$ cat config.mk
export PLATFORM = sky130hd
export DESIGN_NAME = sr_cmd_sequencer
export DESIGN_NICKNAME = d
export VERILOG_FILES = /design/src/rtl/sr_cmd_sequencer.sv
export SDC_FILE = /design/constraint.sdc
export NUM_CORES = 1
export LEC_CHECK = 0
export ABC_AREA = 1
export BUFFER_PORTS_ARGS = -buffer_cell sky130_fd_sc_hd__buf_2
export CAP_MARGIN = 20
export CORE_UTILIZATION = 38
export DETAILED_ROUTE_END_ITERATION = 7
export PLACE_DENSITY = 0.57
export RECOVER_POWER = 25
export SETUP_SLACK_MARGIN = 0.2
export SYNTH_ARGS = -nofsm -noshare
export SYNTH_HDL_FRONTEND = slang
export SYNTH_SLANG_ARGS = --single-unit
export TNS_END_PERCENT = 30
$ cat constraint.sdc
create_clock -name clk -period 2.5 [get_ports clk]
set_input_delay 0.75 -clock clk [delete_from_list [all_inputs] [get_ports clk]]
set_output_delay 0.75 -clock clk [all_outputs]
set_load 0.05 [all_outputs]
$ cat src/rtl/sr_cmd_sequencer.sv
// sr_cmd_sequencer
//   Front end for the SR latch. It takes two raw request lines (set and clear)
//   that are asynchronous and may bounce. It turns them into clean,
//   mutually exclusive s / r / control pulses for the latch.
//   The latch never sees s and r high together. Both s and r stay stable
//   for the whole time control is high.
//
// Ports
//   clk       in   rising-edge clock
//   reset     in   synchronous, active-high reset
//   set_raw   in   raw set request (async, bouncy)
//   clr_raw   in   raw clear request (async, bouncy)
//   s         out  latch s input, registered
//   r         out  latch r input, registered
//   control   out  latch enable, registered, high PULSE_LEN cycles per command
//   busy      out  high while the sequencer is not idle
//   conflict  out  one-cycle pulse when arbitration drops a request
module sr_cmd_sequencer #(
    parameter int unsigned DEBOUNCE_CYCLES = 4,
    parameter int unsigned CNT_W           = 3,
    parameter int unsigned PULSE_LEN       = 2,
    parameter bit          PRIO_SET        = 1'b0
) (
    input  logic clk,
    input  logic reset,
    input  logic set_raw,
    input  logic clr_raw,
    output logic s,
    output logic r,
    output logic control,
    output logic busy,
    output logic conflict
);

    localparam int unsigned PCW = $clog2(PULSE_LEN + 1);
    localparam logic [CNT_W-1:0] CNT_LAST = CNT_W'(DEBOUNCE_CYCLES - 1);
    localparam logic [PCW-1:0]   PCNT_LAST = PCW'(PULSE_LEN - 1);

    typedef enum logic [1:0] {
        ST_IDLE,
        ST_DRIVE,
        ST_GAP
    } state_t;

    // Channel 0 is set, channel 1 is clear.
    logic [1:0]       w_raw;
    logic [1:0]       r_sync1;
    logic [1:0]       r_sync2;
    logic [1:0]       r_level;
    logic [1:0]       r_pend;
    logic [CNT_W-1:0] r_cnt [2];
    logic [1:0]       w_rise;
    logic [1:0]       w_take;

    state_t           r_state;
    state_t           w_state_nxt;
    logic [PCW-1:0]   r_pcnt;

    logic             r_s;
    logic             r_r;
    logic             r_ctrl;
    logic             r_conflict;
    logic             w_s_nxt;
    logic             w_r_nxt;
    logic             w_ctrl_nxt;
    logic             w_conflict_nxt;
    logic             w_sel_set;

    assign w_raw = {clr_raw, set_raw};

    // The debounced level rises on the same edge that the pending flag is
    // set. This way the FSM can start the command on the very next edge.
    always_comb begin
        w_rise = '0;
        for (int unsigned i = 0; i < 2; i++) begin
            w_rise[i] = r_sync2[i] & ~r_level[i] & (r_cnt[i] == CNT_LAST);
        end
    end

    // Synchronizers, debounce counters and pending flags.
    always_ff @(posedge clk) begin
        if (reset) begin
            r_sync1 <= '0;
            r_sync2 <= '0;
            r_level <= '0;
            r_pend  <= '0;
            for (int unsigned i = 0; i < 2; i++) begin
                r_cnt[i] <= '0;
            end
        end else begin
            r_sync1 <= w_raw;
            r_sync2 <= r_sync1;
            for (int unsigned i = 0; i < 2; i++) begin
                if (r_sync2[i] == r_level[i]) begin
                    r_cnt[i] <= '0;
                end else if (r_cnt[i] == CNT_LAST) begin
                    r_level[i] <= r_sync2[i];
                    r_cnt[i]   <= '0;
                end else begin
                    r_cnt[i] <= r_cnt[i] + 1'b1;
                end
            end
            // A fresh edge wins over consumption, so it is never lost.
            r_pend <= (r_pend & ~w_take) | w_rise;
        end
    end

    // State register. The outputs are also registered here, from the
    // next-output values that the output process computes.
    always_ff @(posedge clk) begin
        if (reset) begin
            r_state    <= ST_IDLE;
            r_pcnt     <= '0;
            r_s        <= 1'b0;
            r_r        <= 1'b0;
            r_ctrl     <= 1'b0;
            r_conflict <= 1'b0;
        end else begin
            r_state    <= w_state_nxt;
            r_s        <= w_s_nxt;
            r_r        <= w_r_nxt;
            r_ctrl     <= w_ctrl_nxt;
            r_conflict <= w_conflict_nxt;
            if (r_state == ST_DRIVE) begin
                r_pcnt <= r_pcnt + 1'b1;
            end else begin
                r_pcnt <= '0;
            end
        end
    end

    // Next-state logic.
    always_comb begin
        w_state_nxt = r_state;
        case (r_state)
            ST_IDLE:  if (|r_pend) w_state_nxt = ST_DRIVE;
            ST_DRIVE: if (r_pcnt == PCNT_LAST) w_state_nxt = ST_GAP;
            ST_GAP:   w_state_nxt = ST_IDLE;
            default:  w_state_nxt = ST_IDLE;
        endcase
    end

    // Output logic. It computes the values that the outputs will hold in the
    // next cycle. Both pending flags are consumed when a command launches.
    // The loser of a tie is dropped.
    always_comb begin
        w_s_nxt        = 1'b0;
        w_r_nxt        = 1'b0;
        w_ctrl_nxt     = 1'b0;
        w_conflict_nxt = 1'b0;
        w_take         = '0;
        w_sel_set      = 1'b0;
        case (r_state)
            ST_IDLE: begin
                if (|r_pend) begin
                    w_take = r_pend;
                    if (&r_pend) begin
                        w_conflict_nxt = 1'b1;
                        w_sel_set      = PRIO_SET;
                    end else begin
                        w_sel_set      = r_pend[0];
                    end
                    w_ctrl_nxt = 1'b1;
                    w_s_nxt    = w_sel_set;
                    w_r_nxt    = ~w_sel_set;
                end
            end
            ST_DRIVE: begin
                if (r_pcnt != PCNT_LAST) begin
                    w_s_nxt    = r_s;
                    w_r_nxt    = r_r;
                    w_ctrl_nxt = r_ctrl;
                end
            end
            default: begin
            end
        endcase
    end

    assign s        = r_s;
    assign r        = r_r;
    assign control  = r_ctrl;
    assign conflict = r_conflict;
    assign busy     = (r_state != ST_IDLE);

endmodule
Word-level counts from Yosys, hierarchy flattened --
Memory sizes are Yosys's and may differ from the RTL's. Index checks and enable logic that the tools add are counted.
Storage, ports and cells: memory bits (writable) 6, bits of input ports 4, latch bits 0, logic and storage cells 101, output and inout bits 5, memories 1, bits in registers 16, ROM bits 0
Memories:
- r_cnt | words 2, bits a word 3, rd ports 2, clocked after Yosys merged registers in 0, write ports 2, RTL line 51 | logic [CNT_W-1:0] r_cnt [2];
Cells by class: shift-type cells 0, $mul 0, reduce and logical (&&, ||, !) cells 9, divide/modulo/power cells 0, bitwise operators 21, mux-type cells 46, order comparisons 0, eq/ne operators 10, add/subtract/negate cells 3
Operators by type and width (number):
- 1-bit 2-to-1 mux | 32
- 3-bit 2-to-1 mux | 6
- 2-bit 2-to-1 mux | 4
- 1-bit NOT | 8
- 2-bit AND reduction | 4
- 3-bit by 1-bit adder with 3-bit output, second input constant | 2
- 3-bit by 2-bit equality test with 1-bit output, second input constant | 2
- 1-bit OR | 6
- 1-bit case mux with 2 select lines | 3
- 1-bit bitwise AND | 4
- 2-bit by 1-bit equality test with 1-bit output, second input constant | 2
- 2-bit by 1-bit != test with 1-bit output, second input constant | 2
- 2-bit != test, second input constant | 2
- 2-bit case mux with 2 select lines | 1
- 2-bit OR reduction | 2
- 3-bit OR reduction | 1
- 2-bit by 1-bit adder with 2-bit output, second input constant | 1
- 2-bit bitwise AND | 1
- 1-bit equality test | 2
- 2-bit logical NOT | 1
- 2-bit NOT | 1
- 2-bit OR | 1
- 2-bit nonzero test | 1

Logic depth before layout (Yosys ltp) --
word-level depth 7, mapped depth 6, gate-level depth less buffers 6

Worst setup path after synthesis --
OpenSTA, ideal clock, no wires.
path kind register to output, start point register r_state[0], end point output port busy, arrival 656 ps, path buffers 0, cell stages (with the launch flop) 3, data required time 1750 ps, path slack 1094 ps, cell sequence dfxtp_1 > nor2_4 > inv_2
Between the ends: word-level cells in the longest chain between the ends 1
RTL lines:
- start: declaration | RTL line 55 | state_t r_state;
- start signal: assignment | RTL line 119 | r_state <= w_state_nxt;
- 2-bit nonzero test | RTL line 184 | assign busy = (r_state != ST_IDLE);
- end: declaration | RTL line 31 | output logic busy,
No other way between the ends.

Worst setup path after layout --
Ends and elaborated chain as after synthesis.

==> impl_metrics.csv <==
group,metric,value,unit
clock_tree,root_buffer,"clkbuf_4",
job,maxCapViolCount,0,
sta,rsz0062_at_grt,"no",
place,dp_hpwl,941,um
critical_path,crit_slowest_cell,"dfxtp_1",
critical_path,cp.depth,3,
cells_and_area,num_antenna_cells,0,
drt,drtPass1Iterations,4,
drt,wl_per_cell,8.83,um
sta,setup_violations,0,
logic_synthesis,ys_ff_latch,22,
logic_synthesis,synth_cell_types,18,
clock_tree,cts_sinks,22,
die,fp.dieH,50.1,um
die,fp.dieArea,0.00251,mm2
critical_path,reg2reg_depth,5,
logic_synthesis,syn_avg_cell_area,9.36,um2
critical_path,crit_buf_inv,2,
power_and_ir_drop,p_switching,129,uW
drt,drt_iter0_drc,9,
critical_path,startpoint_type,"flop",
logic_synthesis,syn_inst,94,
logic_synthesis,synth_compound_area_frac,0.0640,
sta,tns,0,ps
global_routing,grt_max_degree,14,
sta,fin_crit_sh,0.764,
critical_path,reg2reg_slack,1180,ps
global_routing,grt_pass1_vias,522,
worst_hold_path,hold_depth,2,
cells_and_area,nets,122,
sta,fin_skew,9.77,ps
critical_path,rr_endpoint,"r_cnt[1][2]$_SDFFCE_PN0P_",
logic_synthesis,synth_top_family_by_area,"simple AND/OR/NAND/NOR gates",
critical_path,crit_start,"r_state[0]$_SDFFE_PP0P_",
sta,fmax,524,MHz
critical_path,crit_fanout,5,
critical_path,cp-end-kind,"output pin",
power_and_ir_drop,vdd_drop_max,0.000349,V
clock_tree,cts_setup_buffers,0,
global_routing,grt_usage,0.116,
die,start_util,0.401,
drt,routed_wl,1220,um
die,core,0.00219,mm2
power_and_ir_drop,p_int,544,uW
clock_tree,holdBufCountCts,0,
critical_path,crit_arrival,1160,ps
cells_and_area,synthToLayoutAreaGrowth,15.9,%
place,globalplace.congestion,0.769,
logic_synthesis,yosysTopAreaCellShare,0.364,
logic_synthesis,syn_area,880,um2
worst_hold_path,holdCritPathClass,"reg2reg",
clock_tree,cts_resized,0,
critical_path,critPathTopFamily,"flip-flops",
critical_path,reg2reg_from,"r_cnt[1][0]$_SDFFCE_PN0P_",
drt,drc,0,
clock_tree,insertion_delay,310,ps
clock_tree,clock_path_buffers,2,
cells_and_area,nFillCells,221,
logic_synthesis,synthTopCellsByArea,"dfxtp_1 36%, edfxtp_1 20%, ha_1 10%",
logic_synthesis,synth.area.mux_share,0,
die,boundaryPins,9,
logic_synthesis,ys_warn_count,0,
logic_synthesis,synth_simple_gate_area_share,0.181,
logic_synthesis,ys_seq_area_frac,0.569,
power_and_ir_drop,pwr-share-clk,0.404,
critical_path,slowest_delay,450,ps
power_and_ir_drop,p_sw_frac,0.191,
power_and_ir_drop,power_frac_seq,0.560,
place,portBuffers,8,
clock_tree,cts_buffers,3,
critical_path,crit_required,1750,ps
die,die_w,50.1,um
cells_and_area,drive_above_1_share,0.155,
outcome,outcome,"completed",
logic_synthesis,yosys.area.top_type,"dfxtp_1",
sta,hold_ws,409,ps
sta,slew_violations,0,
die,rows,17,
power_and_ir_drop,powerDensity,659,mW/mm2
sta,hold_viol_final,0,
clock_tree,tritoncts,"yes",
critical_path,crit_type,"reg2out",
clock_tree,htree_levels,1,
drt,vias_per_cell,4.24,
drt,drtAntennaViolNets,0,
global_routing,grt_overflow,0,
critical_path,crit_chain,"nor2_4 > inv_2 > buf_2",
drt,num_vias,585,
sta,fin_crit,1910,ps
power_and_ir_drop,combinationalPowerShare,0.036,
logic_synthesis,synth_fa_ha_area_frac,0.0996,
clock_tree,clk_pin_slew,130,ps
logic_synthesis,synthXorXnorAreaFrac,0,
global_routing,antenna_found_initial,0,
critical_path,crit_end,"busy",
power_and_ir_drop,p_leak,0.448,nW
global_routing,grt_first_pass_wirelength,2060,um
kinds of logic (layout without fill, tap and decap cells):
group	after synthesis	in the layout
DFF	22	22
adders and majority gates	7	7
AOI/OAI and AO/OA	9	9
and+or+nand+nor	36	36
other	1	6
buffers and inverters	19	30
state kept, by name (all words and copies together), names as in the netlist:
signal    cells
control       1
r_sync2       2
r_state       2
conflict      1
r_pcnt        2
s             1
r_sync1       2
r_cnt         6
r_level       2
r             1
r_pend        2
how the worst min path moves through the flow:
stage / start / end / slack [ps]
CTS: r_sync1[0]$_SDFF_PP0_ / r_sync2[0]$_SDFF_PP0_ / 410
detailed placement: r_sync1[0]$_SDFF_PP0_ / r_sync2[0]$_SDFF_PP0_ / 400
floorplan: r_sync1[0]$_SDFF_PP0_ / r_sync2[0]$_SDFF_PP0_ / 390
global placement: r_sync1[0]$_SDFF_PP0_ / r_sync2[0]$_SDFF_PP0_ / 390
global route: r_sync1[0]$_SDFF_PP0_ / r_sync2[0]$_SDFF_PP0_ / 440
finish: r_sync1[0]$_SDFF_PP0_ / r_sync2[0]$_SDFF_PP0_ / 410
power by group through the flow:
| stage | clock, mW | sequential (mW) | combinational [mW] |
|---|---|---|---|
| after global routing | 0.293 | 0.378 | 0.0291 |
| after detailed placement | 0 | 0.385 | 0.0249 |
| after CTS | 0.282 | 0.377 | 0.0248 |
| after floorplan | 0 | 0.384 | 0.0182 |
| final | 0.272 | 0.377 | 0.0241 |
| after global placement | 0 | 0.385 | 0.0242 |
metrics by stage:
step	instance area (um2)	worst slack, ps	utilization	power [mW]	std cells
6_report	1020	591	0.465	0.672	138
5_1_grt	1020	529	0.465	0.700	138
4_1_cts	1020	579	0.466	0.683	138
3_5_place_dp	968	890	0.442	0.410	134
3_3_place_gp	968	927	0.442	0.409	134
2_1_floorplan	898	1090	-	0.403	99
worst min-delay path, cell delays in order (launching register included):
cell and delay (ps):
dfxtp_1 310, inv_1 40, nor2_1 30
cells in the mapped netlist:
library cell / instances
inv_1: 17
o21ai_1: 1
nand2_1: 10
buf_2: 1
a21oi_1: 4
nand3_1: 5
a21oi_2: 2
ha_1: 7
edfxtp_1: 6
nand4_1: 3
conb_1: 1
dfxtp_1: 16
nand2_2: 1
inv_2: 1
nor2_4: 1
nor2_1: 16
o21ai_2: 1
o21ai_0: 1
layer usage:
| layer | track usage | wire, um |
|---|---|---|
| met5 | 0 | 0 |
| met4 | 0.100 | 40 |
| met3 | 0.0370 | 42 |
| met2 | 0.171 | 541 |
| met1 | 0.134 | 594 |
placed cells by master (no fill, tap or decap), drive strengths merged:
master / Yosys / routed
conb: 1 / 6
o21ai: 3 / 3
nor2: 17 / 17
a21oi: 6 / 6
bufinv: 0 / 1
inv: 18 / 18
nand2: 11 / 11
edfxtp: 6 / 6
dfxtp: 16 / 16
ha: 7 / 7
buf: 1 / 7
nand3: 5 / 5
clkbuf: 0 / 4
nand4: 3 / 3
final cells by class:
type | instances | area [um2] | share of cell area
Timing Repair Buffer | 8 | 38.8 | 0.0380
Clock inverter | 1 | 30.0 | 0.0294
Inverter | 18 | 67.6 | 0.0663
Tap cell | 28 | 35.0 | 0.0344
Sequential cell | 22 | 500 | 0.491
Clock buffer | 3 | 22.5 | 0.0221
Multi-Input combinational cell | 58 | 325 | 0.319
Note: power is estimated with default switching activity, not from simulation.
